**src/rtl/uart_tx_feeder.sv**
```systemverilog
// -----------------------------------------------------------------------------
// uart_tx_feeder
// Byte FIFO that feeds a serial transmitter over a start/busy handshake.
//
// Handshake: a byte is offered by holding tx_start=1 with tx_data stable.
//   The transmitter acknowledges by raising tx_busy, which is seen here only
//   through a two-flop synchroniser (busy_s). tx_start drops once busy_s=1 and
//   the next byte is not offered until busy_s has fallen again. If busy_s
//   never rises within ACK_TIMEOUT cycles, the byte is discarded and the
//   sticky tx_timeout flag is raised.
//
// Parameters:
//   DEPTH        FIFO entries (power of two, >= 2)
//   ACK_TIMEOUT  cycles to wait in REQ for busy_s before giving up
//
// Ports:
//   clk, rst_n        clock (rising edge), asynchronous active-low reset
//   wr_en, wr_data    byte write strobe and data (dropped when full)
//   full, empty       registered FIFO status
//   level             registered FIFO occupancy
//   tx_data, tx_start byte and request level to the transmitter
//   tx_busy           transmitter status (may be asynchronous to clk)
//   tx_timeout        sticky acknowledge-timeout flag (cleared by reset only)
//   ovf, ovf_cnt      only with UART_TX_FEEDER_OVF_EN: sticky drop flag and
//                     saturating count of dropped writes
//   o_dbg_state       FSM state: 0 IDLE, 1 REQ, 2 SEND
//
// Optional feature macro: UART_TX_FEEDER_OVF_EN
// -----------------------------------------------------------------------------
module uart_tx_feeder #(
  parameter int DEPTH       = 8,
  parameter int ACK_TIMEOUT = 400000
) (
  input  logic                     clk,
  input  logic                     rst_n,
  input  logic                     wr_en,
  input  logic [7:0]               wr_data,
  output logic                     full,
  output logic                     empty,
  output logic [$clog2(DEPTH):0]   level,
  output logic [7:0]               tx_data,
  output logic                     tx_start,
  input  logic                     tx_busy,
  output logic                     tx_timeout,
`ifdef UART_TX_FEEDER_OVF_EN
  output logic                     ovf,
  output logic [7:0]               ovf_cnt,
`endif
  output logic [1:0]               o_dbg_state
);

  localparam int AW = $clog2(DEPTH);
  localparam int LW = AW + 1;
  localparam int CW = $clog2(ACK_TIMEOUT + 1);

  localparam logic [1:0] IDLE = 2'd0;
  localparam logic [1:0] REQ  = 2'd1;
  localparam logic [1:0] SEND = 2'd2;

  logic [7:0]    r_mem [DEPTH];
  logic [AW-1:0] r_wr_ptr;
  logic [AW-1:0] r_rd_ptr;
  logic [LW-1:0] r_level;
  logic          r_full;
  logic          r_empty;
  logic          r_busy_meta;
  logic          r_busy_s;
  logic [1:0]    r_state;
  logic [CW-1:0] r_wait;
  logic [7:0]    r_tx_data;
  logic          r_tx_start;
  logic          r_tx_timeout;

  logic          w_push;
  logic          w_pop;
  logic [LW-1:0] w_level_nxt;

  // A write is judged against the registered full flag, so a pop in the same
  // cycle does not make room for it.
  assign w_push = wr_en & ~r_full;
  assign w_pop  = (r_state == IDLE) & ~r_empty;

  always_comb begin
    w_level_nxt = r_level;
    if (w_push && !w_pop) begin
      w_level_nxt = r_level + 1'b1;
    end else if (w_pop && !w_push) begin
      w_level_nxt = r_level - 1'b1;
    end
  end

  // Storage needs no reset; only pointers and status are reset.
  always_ff @(posedge clk) begin
    if (w_push) begin
      r_mem[r_wr_ptr] <= wr_data;
    end
  end

  // Pointers wrap naturally because DEPTH is a power of two.
  always_ff @(posedge clk or negedge rst_n) begin
    if (!rst_n) begin
      r_wr_ptr <= '0;
      r_rd_ptr <= '0;
      r_level  <= '0;
      r_full   <= 1'b0;
      r_empty  <= 1'b1;
    end else begin
      if (w_push) r_wr_ptr <= r_wr_ptr + 1'b1;
      if (w_pop)  r_rd_ptr <= r_rd_ptr + 1'b1;
      r_level <= w_level_nxt;
      r_full  <= (w_level_nxt == LW'(DEPTH));
      r_empty <= (w_level_nxt == '0);
    end
  end

  // Two-flop synchroniser for the transmitter's busy status.
  always_ff @(posedge clk or negedge rst_n) begin
    if (!rst_n) begin
      r_busy_meta <= 1'b0;
      r_busy_s    <= 1'b0;
    end else begin
      r_busy_meta <= tx_busy;
      r_busy_s    <= r_busy_meta;
    end
  end

  always_ff @(posedge clk or negedge rst_n) begin
    if (!rst_n) begin
      r_state      <= IDLE;
      r_wait       <= '0;
      r_tx_data    <= 8'h00;
      r_tx_start   <= 1'b0;
      r_tx_timeout <= 1'b0;
    end else begin
      case (r_state)
        IDLE: begin
          if (w_pop) begin
            r_tx_data  <= r_mem[r_rd_ptr];
            r_tx_start <= 1'b1;
            r_wait     <= '0;
            r_state    <= REQ;
          end
        end
        REQ: begin
          // Acknowledge wins over a timeout expiring in the same cycle.
          if (r_busy_s) begin
            r_tx_start <= 1'b0;
            r_state    <= SEND;
          end else if (r_wait == CW'(ACK_TIMEOUT - 1)) begin
            r_tx_timeout <= 1'b1;
            r_tx_start   <= 1'b0;
            r_state      <= IDLE;
          end else begin
            r_wait <= r_wait + 1'b1;
          end
        end
        SEND: begin
          // Leaving only on busy_s low keeps consecutive bytes apart.
          if (!r_busy_s) begin
            r_state <= IDLE;
          end
        end
        default: begin
          r_tx_start <= 1'b0;
          r_state    <= IDLE;
        end
      endcase
    end
  end

`ifdef UART_TX_FEEDER_OVF_EN
  logic       r_ovf;
  logic [7:0] r_ovf_cnt;

  always_ff @(posedge clk or negedge rst_n) begin
    if (!rst_n) begin
      r_ovf     <= 1'b0;
      r_ovf_cnt <= 8'h00;
    end else if (wr_en && r_full) begin
      r_ovf <= 1'b1;
      if (r_ovf_cnt != 8'hFF) r_ovf_cnt <= r_ovf_cnt + 1'b1;
    end
  end

  assign ovf     = r_ovf;
  assign ovf_cnt = r_ovf_cnt;
`endif

  assign full        = r_full;
  assign empty       = r_empty;
  assign level       = r_level;
  assign tx_data     = r_tx_data;
  assign tx_start    = r_tx_start;
  assign tx_timeout  = r_tx_timeout;
  assign o_dbg_state = r_state;

endmodule

```
**config.mk**
```make
export PLATFORM = sky130hd
export DESIGN_NAME = uart_tx_feeder
export DESIGN_NICKNAME = d
export VERILOG_FILES = /design/src/rtl/uart_tx_feeder.sv
export SDC_FILE = /design/constraint.sdc
export NUM_CORES = 1
export LEC_CHECK = 0
export CAP_MARGIN = 20
export CORE_UTILIZATION = 58
export CTS_CLUSTER_SIZE = 30
export DETAILED_ROUTE_END_ITERATION = 8
export PLACE_DENSITY = 0.88
export RECOVER_POWER = 50
export SYNTH_ARGS = -nofsm -noshare
export SYNTH_HDL_FRONTEND = slang
export SYNTH_SLANG_ARGS = --single-unit
```
**constraint.sdc**
```tcl
create_clock -name clk -period 2.37 [get_ports clk]
set_input_delay 0.474 -clock clk [delete_from_list [all_inputs] [get_ports clk]]
set_output_delay 0.474 -clock clk [all_outputs]
set_load 0.05 [all_outputs]
```
==> metrics.yaml, run 1 <==
run_status:
  status: "finished, final reports clean"
floorplan:
  fp.dieArea_mm2: 0.00822
  coreArea_mm2: 0.00741
  die_w_um: 90.7
  start_util: 0.615
  die_h_um: 90.7
  num_rows: 31
  ios: 30
cts:
  clock_latency_ns: 0.37
  cts_tree: "done"
  cts_inserted_buffers: 9
  cts_buffer_depth: 2
  cts_hold_buf: 0
  root_buffer: "clkbuf_8"
  cts_max_level: 3
  clock-sinks: 109
  clk_pin_slew_ns: 0.10
sta:
  finalClockSkew_ns: 0.0131
  setup_viol: 0
  period_minus_slack_ns: 2.22
  report.final.slew_viol_count: 0
  setup_tns_ns: 0
  rsz0062_at_grt: "false"
  slew-limit-headroom: 0.257
  post-route-period-util: 0.938
  final_hold_viol_count: 0
  fmax_mhz: 450
  worst_slew_pin_slew_ns: 1.11
grt:
  first_global_vias: 2792
  grt-ovfl-total: 0
  grt_pass1_wl_um: 14400
  track_usage: 0.236
  grt_max_degree: 46
  antenna_found_initial: 0
critical_path:
  critPathRequiredTime_ns: 2.66
  crit_fanout: 9
  critical_path_arrival_ns: 2.51
  end_kind: "register"
  worstRegToRegCells: 7
  cp-start-kind: "register"
  critPathLaunch: "r_wait[0]"
  critical_path_class: "reg -> reg"
  endpoint: "r_wait[13]"
  r2r_setup_slack_ns: 0.15
  r2r_start: "r_wait[0]"
  worstReg2RegEnd: "r_wait[13]"
cells_and_area:
  nNetsFinal: 376
  drive_gt1_frac: 0.151
  diodes: 0
  layout_commonest_cell: "edfxtp_1"
  final_cell_mix: "64 x edfxtp_1, 44 x dfrtp_1, 32 x nand2_1"
  synthToLayoutAreaGrowth_pct: 14.8
drt:
  routedWlPerCell_um: 18.7
  drt-total-wl_um: 8670
  vias: 2758
  viasPerCell: 5.96
  antenna_left: 0
  drt_iter0_drc: 170
  dr.pass1.iters: 4
  drc: 0
min_path:
  hp-class: "reg -> reg"
  hold_path.startpoint: "r_busy_meta"
  hold_depth: 0
logic_synthesis:
  synthFlopType: "edfxtp_1"
  synth.net_count: 332
  syn_avg_cell_area_um2: 14.5
  netlist_area_mm2: 0.00456
  ys_ff_latch: 109
  synth_edf_count: 64
  synth_warnings: 0
  yosysSeqAreaShare: 0.669
  synth.distinct_cells: 45
  async_flop_share: 0.413
  netlist_instances: 315
power_and_ir_drop:
  power_density_mw_per_mm2: 1200
  leakagePower_nw: 1.97
  ir_drop_mv: 0.569
  finalPower_mw: 6.28
placed_design:
  dp_hpwl_um: 5880
  gp_congestion: 0.865
  port_buffers: 29
flow_run:
  drv_cap: 0
==> synthesized netlist by cell type, types with 2 or more instances <==
cell,n,share of area
a211oi_1,2,0.0033
a21o_1,2,0.0033
a21oi_1,6,0.0066
a22oi_1,3,0.0049
a31oi_1,4,0.0055
and3_1,4,0.0055
and4_1,2,0.0038
buf_2,3,0.0033
clkbuf_1,6,0.0049
dfrtp_1,44,0.24
edfxtp_1,64,0.42
ha_1,5,0.014
inv_1,7,0.0058
mux2i_1,10,0.022
mux4_2,16,0.079
nand2_1,32,0.026
nand2b_1,4,0.0055
nand3_1,13,0.014
nand4_1,4,0.0055
nor2_1,21,0.017
nor2b_1,5,0.0069
nor3_1,5,0.0055
o211ai_1,3,0.0049
o21a_1,3,0.0049
o21ai_0,13,0.014
o22ai_1,2,0.0027
o31ai_1,2,0.0033
or4_1,3,0.0049
xnor2_1,8,0.015
xor2_1,4,0.0077
==> report_power, final <==
group | switching, mW | internal, mW
clock | 0.689 | 0.423
combinational | 1.45 | 0.967
sequential | 0.334 | 2.41
==> cell families (layout without fill, tap and decap cells) <==
logic type,Yosys count,after routing,share of synthesized area
xor+xnor,12,12,0.0231
simple gates,101,101,0.115
buf+inv,19,68,0.0189
fa+ha+maj,5,5,0.0137
mux,26,26,0.101
flops,109,109,0.669
compound gates,43,43,0.0595
==> worst min-delay path by stage <==
stage	endpoint	slack, ns
after floorplan	full	0.18
after global placement	r_busy_s	0.33
after detailed placement	r_busy_s	0.34
after CTS	level[0]	0.18
after global routing	r_busy_s	0.36
final	r_busy_s	0.36
==> stage by stage <==
stage	hold WS [ns]	instance area [um2]	setup slack [ns]	utilization	std cells
global placement	0.333	5030	0.224	0.679	447
detailed placement	0.336	5030	0.103	0.679	447
global route	0.362	5240	0.0360	0.707	463
finish	0.358	5240	0.147	0.707	463
CTS	0.182	5240	0.0596	0.707	463
floorplan	0.178	4560	0.307	-	315
==> state kept, by name, indices dropped and copies added (netlist names) <==
name,flops
tx_timeout,1
tx_data,8
r_busy_meta,1
level,4
empty,1
r_wr_ptr,3
r_busy_s,1
r_mem,64
o_dbg_state,2
tx_start,1
r_wait,19
r_rd_ptr,3
full,1
==> metal layers <==
| metal | GRT usage | up-vias | part of all wire |
|---|---|---|---|
| li1 | - | 1272 | - |
| met1 | 0.301 | 1381 | 0.41 |
| met2 | 0.396 | 87 | 0.52 |
| met3 | 0.0640 | 18 | 0.052 |
| met4 | 0.0726 | 0 | 0.020 |
| met5 | 0 | - | 0 |
==> critical path: stages (launching register included) <==
cell	delay (ns)
dfrtp_1	0.44
ha_2	0.26
nand2_1	0.13
or4b_4	0.57
o21ai_4	0.29
buf_4	0.20
nand2_4	0.07
a31oi_1	0.19
==> layout make-up <==
| class | instances | area, um2 |
|---|---|---|
| sequential | 109 | 3050 |
| fill | 456 | 2170 |
| multi-input combinational | 187 | 1430 |
| timing repair buffer | 45 | 393 |
| clock buffer | 9 | 124 |
| tap | 99 | 124 |
| clock inverter | 7 | 86.3 |
| inverter | 7 | 26.3 |
==> repair_timing <==
item / in CTS / in global routing
gates resized for setup: 0 / 2
buffers inserted: 0 / 0
setup endpoints to repair: 0 / 5
Power figures use the tool's default switching activity.
==> run 2: changes to the inputs <==
Settings changed: CELL_PAD_IN_SITES_DETAIL_PLACEMENT set to 0, CELL_PAD_IN_SITES_GLOBAL_PLACEMENT set to 1, CORE_UTILIZATION 58 to 49, PLACE_DENSITY 0.88 to 0.75, TNS_END_PERCENT set to 30.
==> run 2 against run 1 <==
  * Count of clock-buffer cells in the layout stayed put
  * Clock skew increased by 0.0021 ns
  * Die area increased by 18%
  * Critical path depth shrank 6
  * Combinational power is essentially flat
  * Sequential power is 3% lower
  * Cell count is 2.8% higher
  * Critical path type is now reg -> out
==> metrics.yaml, run 2 (synthesis gave the netlist of run 1 again) <==
run_status:
  status: "finished, final reports clean"
floorplan:
  fp.dieArea_mm2: 0.00969
  die_w_um: 98.5
  ios: 30
  start_util: 0.515
  num_rows: 34
  coreArea_mm2: 0.00885
  die_h_um: 98.5
power_and_ir_drop:
  power_density_mw_per_mm2: 1190
  ir_drop_mv: 0.557
  leakagePower_nw: 2.00
  finalPower_mw: 6.29
cells_and_area:
  regMostFlops: "r_mem"
  final_util: 0.595
  multi_input_area_mm2: 0.00142
  final_cell_mix: "64 x edfxtp_1, 44 x dfrtp_1, 32 x nand2_1"
  n_fill_cell: 723
  drive_gt1_frac: 0.152
  layout_commonest_cell: "edfxtp_1"
  ff_latch_area_mm2: 0.00305
  diodes: 0
  nNetsFinal: 380
  synthToLayoutAreaGrowth_pct: 15.5
  largest_reg_flops: 64
grt:
  grt-ovfl-total: 0
  antenna_found_initial: 0
  grt_pass1_wl_um: 13900
  grt_max_degree: 29
  track_usage: 0.191
  first_global_vias: 2693
cts:
  cts_resized: 0
  cts_buffer_depth: 2
  cts_inserted_buffers: 9
  clock-sinks: 109
  cts_max_level: 3
  cts_tree: "done"
  root_buffer: "clkbuf_8"
  cts_hold_buf: 0
  cts_setup_buffers: 0
  clock_latency_ns: 0.38
  clk_pin_slew_ns: 0.12
critical_path:
  r2r_start: "r_wait[0]"
  slowest_delay_ns: 0.80
  crit_family: "buffers and inverters"
  critical_path_class: "reg -> out"
  path_cells: "clkdlybuf4s50_1"
  worstRegToRegCells: 7
  cp-start-kind: "register"
  crit_fanout: 4
  end_kind: "output pin"
  worstReg2RegEnd: "r_wait[15]"
  cp.buffers_inverters: 1
  r2r_setup_slack_ns: 0.21
  critical_path_arrival_ns: 1.74
  crit_slowest_cell: "clkdlybuf4s50_1"
  critPathRequiredTime_ns: 1.90
sta:
  hold_slack_ns: 0.336
  post-route-period-util: 0.936
  final_hold_viol_count: 0
  setup_tns_ns: 0
  report.final.slew_viol_count: 0
  period_minus_slack_ns: 2.22
  worst_slew_pin_slew_ns: 1.26
  finalClockSkew_ns: 0.0152
  setup_viol: 0
  rsz0062_at_grt: "false"
  fmax_mhz: 451
  slew-limit-headroom: 0.157
drt:
  viasPerCell: 5.53
  drt_iter0_drc: 98
  drc: 0
  antenna_left: 0
  routedWlPerCell_um: 17.3
  drt-total-wl_um: 8230
  dr.pass1.iters: 6
  vias: 2630
flow_run:
  drv_cap: 0
min_path:
  hp-class: "in -> async"
placed_design:
  dp_hpwl_um: 5740
  gp_congestion: 0.822
  port_buffers: 29
==> run 2: cell types whose count changed in the layout (fill, tap and decap cells not counted) <==
cell / previous run / this run
buf_2: 1 / 0
buf_4: 12 / 15
clkbuf_1: 2 / 4
clkinv_8: 3 / 1
clkinvlp_4: 2 / 0
ha_1: 4 / 5
ha_2: 1 / 0
inv_12: 0 / 2
inv_6: 0 / 1
inv_8: 2 / 3
o21ai_2: 0 / 1
o21ai_4: 1 / 0
==> run 2: worst max path at each step <==
stage | startpoint | end | cells after the start
after detailed placement | r_wait[0] | r_wait[13] | 7
after global placement | wr_en | r_mem[0][2] | 6
after CTS | empty | empty | 1
after floorplan | o_dbg_state[0] | r_wait[16] | 5
after global routing | r_wait[0] | r_wait[15] | 7
final | empty | empty | 1
==> run 2: layout make-up <==
type	instances	area share
clock inverters	7	0.0173
inverters	7	0.00499
multi-input cells	187	0.270
flip-flops and latches	109	0.579
repair buffers	49	0.0793
clock buffers	9	0.0235
well taps	108	0.0257
==> run 2: power breakdown <==
group	internal, mW	switching [mW]
combinational	0.968	1.47
sequential	2.41	0.269
clock	0.445	0.730
total	3.83	2.46
==> run 2: metrics by stage <==
step                cells  cell area, um2  worst slack, ns
global route          476            5270           0.0644
finish                476            5270            0.153
CTS                   476            5300            0.127
detailed placement    460            5080            0.221
global placement      460            5080            0.260
floorplan             315            4560            0.307
==> run 2: layer usage <==
metal	part of all wire	wire, um	vias to the layer above	GRT usage
met2	0.49	4010	37	0.310
met5	0	0	-	0
met3	0.024	197	9	0.0426
met4	0.013	108	0	0.0666
met1	0.48	3910	1308	0.258
li1	-	-	1276	-
==> RTL edit 1 (config.mk and constraints of run 2) <==
Put one more register stage on the output `level`, with the module's reset. The value now appears one clock later. The other outputs are not delayed to match. Comments in the files are not updated.
--- a/src/rtl/uart_tx_feeder.sv
+++ b/src/rtl/uart_tx_feeder.sv
@@ -189,5 +189,11 @@
   assign full        = r_full;
   assign empty       = r_empty;
-  assign level       = r_level;
+  always_ff @(posedge clk or negedge rst_n) begin
+    if (!rst_n) begin
+      level <= '0;
+    end else begin
+      level <= r_level;
+    end
+  end
   assign tx_data     = r_tx_data;
   assign tx_start    = r_tx_start;
Check against the original RTL: not equivalent (Yosys sat finds a counterexample within 4 cycles, from zero or initial values and one cycle with rst_n low).
==> RTL edit 1 against run 2 <==
- sequential power increased by 5%
- routed wire length up 6.8%
- setup slack lost 97 ps
- area after synthesis up 2.4%
- via count grew 6.1%
- final area grew 11%
- power increased by 26%
- sequential cell count increased by 4
- utilization up 3.5 points
- highest routed layer unchanged
==> RTL edit 1: results (changes against run 2) <==
| Metric | Value |
|---|---|
| Status | `finished, final reports clean` |
| Worst stage delay on the critical path | `850 ps (+50 ps)` |
| Resize count post-CTS | `1 (+1)` |
| Post-synthesis cell type count | `49 (+8.9%)` |
| Peak VDD IR | `0.946 mV (+70%)` |
| Final HPWL DP | `5.68 mm (-1.0%)` |
| Setup crit end | `o_dbg_state[1]` |
| CTS clk-pin slew, worst paths | `60 ps (-60 ps)` |
| HP Class | `flop to flop` |
| GP Congestion | `0.758 (-7.8%)` |
| Worst EP arrival | `1840 ps (+100 ps)` |
| Largest net degree at the start of global routing | `26 (-10%)` |
| Num rows | `35 (+2.9%)` |
| Setup crit start | `o_dbg_state[1]` |
| Wire per inst | `17.2 µm (-0.49%)` |
| Crit Reg-Reg Endpoint | `r_wait[13]` |
| Total GRT Usage | `0.204 (+0.0130)` |
| WHS | `362 ps (+25.8 ps)` |
| Max H-tree Level | `4 (+1)` |
| Lkg Pwr | `2.24 nW (+12%)` |
| Syn Nets | `335 (+0.90%)` |
| Fillers | `694 (-4.0%)` |
| TritonCTS Buffers | `17 (+8)` |
| Seq/Total Area, Yosys | `0.674 (+0.00549)` |
| Vias in the first global route | `2,782 (+3.3%)` |
| Asr flop ratio synth | `0.434 (+0.0208)` |
| Drt first pass iters | `4 (-2)` |
| First-pass GRT wire length | `14.6 mm (+4.9%)` |
| Initial drt markers | `86 (-12%)` |
| List of most frequent post-synthesis cells | `edfxtp_1 (64), dfrtp_1 (48), nand2_1 (36), o21ai_0 (17), mux4_2 (16)` |
| Cell Int Power | `5.27 mW (+38%)` |
| Pre-CTS setup slack | `274 ps (+52.4 ps)` |
| Clock latency on the worst-skew pair | `510 ps (+130 ps)` |
| Hold buffer count at cts | `1 (+1)` |
| Share of cells above drive strength 1 | `0.183 (+0.0311)` |
| Nets@finish | `386 (+1.6%)` |
| Worst Max-Slew Pin Slew | `1450 ps (+181 ps)` |
RTL edit 1: cell count changes after synthesis, sizes merged, moves of 4 or more:
| cell | change |
|---|---|
| nor3b | +7 |
| nor2 | -6 |
| o21ai | +5 |
| or3 | +5 |
| dfrtp | +4 |
| nor2b | -4 |
RTL edit 1: metal layers:
| metal | track usage | vias up | wire length [µm] | part of all wire |
|---|---|---|---|---|
| met1 | 0.274 | 1414 | 4010 | 0.46 |
| met2 | 0.307 | 55 | 4270 | 0.49 |
| met4 | 0.0916 | 0 | 127 | 0.014 |
| met5 | 0 | - | 0 | 0 |
| met3 | 0.0661 | 8 | 384 | 0.044 |
| li1 | - | 1314 | - | - |
RTL edit 1: cell type report:
type / instances / share of cell area
well taps: 129 / 0.0277
clock buffers: 19 / 0.0758
inverters: 4 / 0.00258
repair buffers: 44 / 0.0698
multi-input cells: 189 / 0.250
flip-flops and latches: 113 / 0.540
clock inverters: 13 / 0.0337
RTL edit 1: power by group through the flow:
stage                     Combinational [mW]  Clock [mW]  Sequential (mW)
after floorplan                         1.27           0             3.22
after global placement                  2.40           0             2.84
after detailed placement                2.41           0             2.85
after CTS                               2.44        2.76             2.83
after global routing                    2.61        2.83             2.88
final                                   2.40        2.70             2.82
RTL edit 1: cells by family after synthesis:
| kind of cell | share of synthesized area |
|---|---|
| AND/OR/NAND/NOR | 0.122 |
| XOR/XNOR | 0.0206 |
| buffers and inverters | 0.0139 |
| adder cells (fa/ha/maj) | 0.0134 |
| multiplexers | 0.0964 |
| AO/OA/AOI/OAI | 0.0589 |
| flip-flops | 0.674 |
RTL edit 1: per-stage QoR:
step	util	cells	area (µm²)
4_1_cts	0.631	511	5830
3_3_place_gp	0.561	478	5180
2_1_floorplan	-	318	4670
6_report	0.631	511	5830
3_5_place_dp	0.561	478	5180
5_1_grt	0.631	511	5830
==> RTL edit 2 (config.mk and constraints of run 2) <==
Without the edit above. Add a define of `UART_TX_FEEDER_OVF_EN`.
--- a/src/rtl/uart_tx_feeder.sv
+++ b/src/rtl/uart_tx_feeder.sv
@@ -28,4 +28,6 @@
 // Optional feature macro: UART_TX_FEEDER_OVF_EN
 // -----------------------------------------------------------------------------
+`define UART_TX_FEEDER_OVF_EN
+
 module uart_tx_feeder #(
   parameter int DEPTH       = 8,
Check against the original RTL (old outputs only; new: ovf and ovf_cnt): equivalent (Yosys induction, for registers that start in step).
==> RTL edit 2 against run 2 <==
- clock power up 94%
- first-iteration DRC count up 39%
- final area up 16%
- non-clock buffer count up 5
- power up 28%
- setup slack worse by 86 ps
- routed wire length up 20%
- area after synthesis up 9.5%
- sequential cell count up 9
- highest routed layer unchanged
==> RTL edit 2: results (changes against run 2) <==
| Metric | Value |
|---|---|
| Synth Area in Adders | `0.0150 (+0.00131)` |
| List of most frequent post-synthesis cells | `edfxtp_1 (64), dfrtp_1 (53), nor2_1 (28), nand2_1 (20)` |
| Signal buffers share of area | `0.0818 (+0.00248)` |
| M1 WL | `4.86 mm (+24%)` |
| #MultiIn Comb | `214 (+14%)` |
| Number of vias per cell | `5.66 (+2.5%)` |
| Buffers excl. clock | `54 (+10%)` |
| Final HPWL DP | `6.15 mm (+7.2%)` |
| Met2 WL | `4.46 mm (+11%)` |
| Clock network area share | `0.0876 (+0.0467)` |
| P_clk | `2.29 mW (+94%)` |
| First-pass GRT wire length | `16.0 mm (+14%)` |
| Dpl cells | `524 (+14%)` |
| Grt met2 use | `0.297 (-0.0135)` |
| Largest net degree at the start of global routing | `49 (+69%)` |
| Worst EP arrival | `1830 ps (+90 ps)` |
| Status | `finished, final reports clean` |
| Flop2flop setup slack | `170 ps (-40 ps)` |
| GP Congestion | `0.877 (+6.7%)` |
| Crit path setup slack, layout | `67.2 ps (-85.5 ps)` |
| Initial drt markers | `136 (+39%)` |
| Metal3 WL | `387 µm (+96%)` |
| Post-synthesis compound-gate area fraction | `0.0922 (+0.0326)` |
| Fillers | `787 (+8.9%)` |
| Synth area leaders | `edfxtp_1 (38%), dfrtp_1 (27%), mux4_2 (7.2%), nor2_1 (2.1%), o31ai_1 (2.1%)` |
| Max H-tree Level | `4 (+1)` |
| Clock sinks | `118 (+8.3%)` |
## RTL edit 2: cell types whose count changed in the layout (fill, tap and decap cells not counted), moves of 7 or more
cell / run 2 / this run
clkbuf_16: 0 / 16
nand2_1: 32 / 20
o31ai_1: 2 / 14
dfrtp_1: 44 / 53
clkbuf_8: 9 / 1
a21oi_1: 6 / 13
nor2_1: 21 / 28
## RTL edit 2: cells by family (layout without fill, tap and decap cells)
family,Yosys count,in the layout
flops,118,118
simple gates,99,99
compound gates,70,70
mux,26,26
buf+inv,23,92
xor+xnor,13,13
fa+ha+maj,6,6
## RTL edit 2: final timing paths
path / startpoint / depth (start not counted) / endpoint
hold reg to reg: r_busy_meta / 0 / r_busy_s
min in group asynchronous: rst_n / 2 / tx_data[0]
setup / recovery: level[0] / 1 / level[0]
hold / removal: r_busy_meta / 0 / r_busy_s
max in group asynchronous: rst_n / 3 / r_wr_ptr[2]
setup reg to reg: r_wait[16] / 6 / r_wait[8]
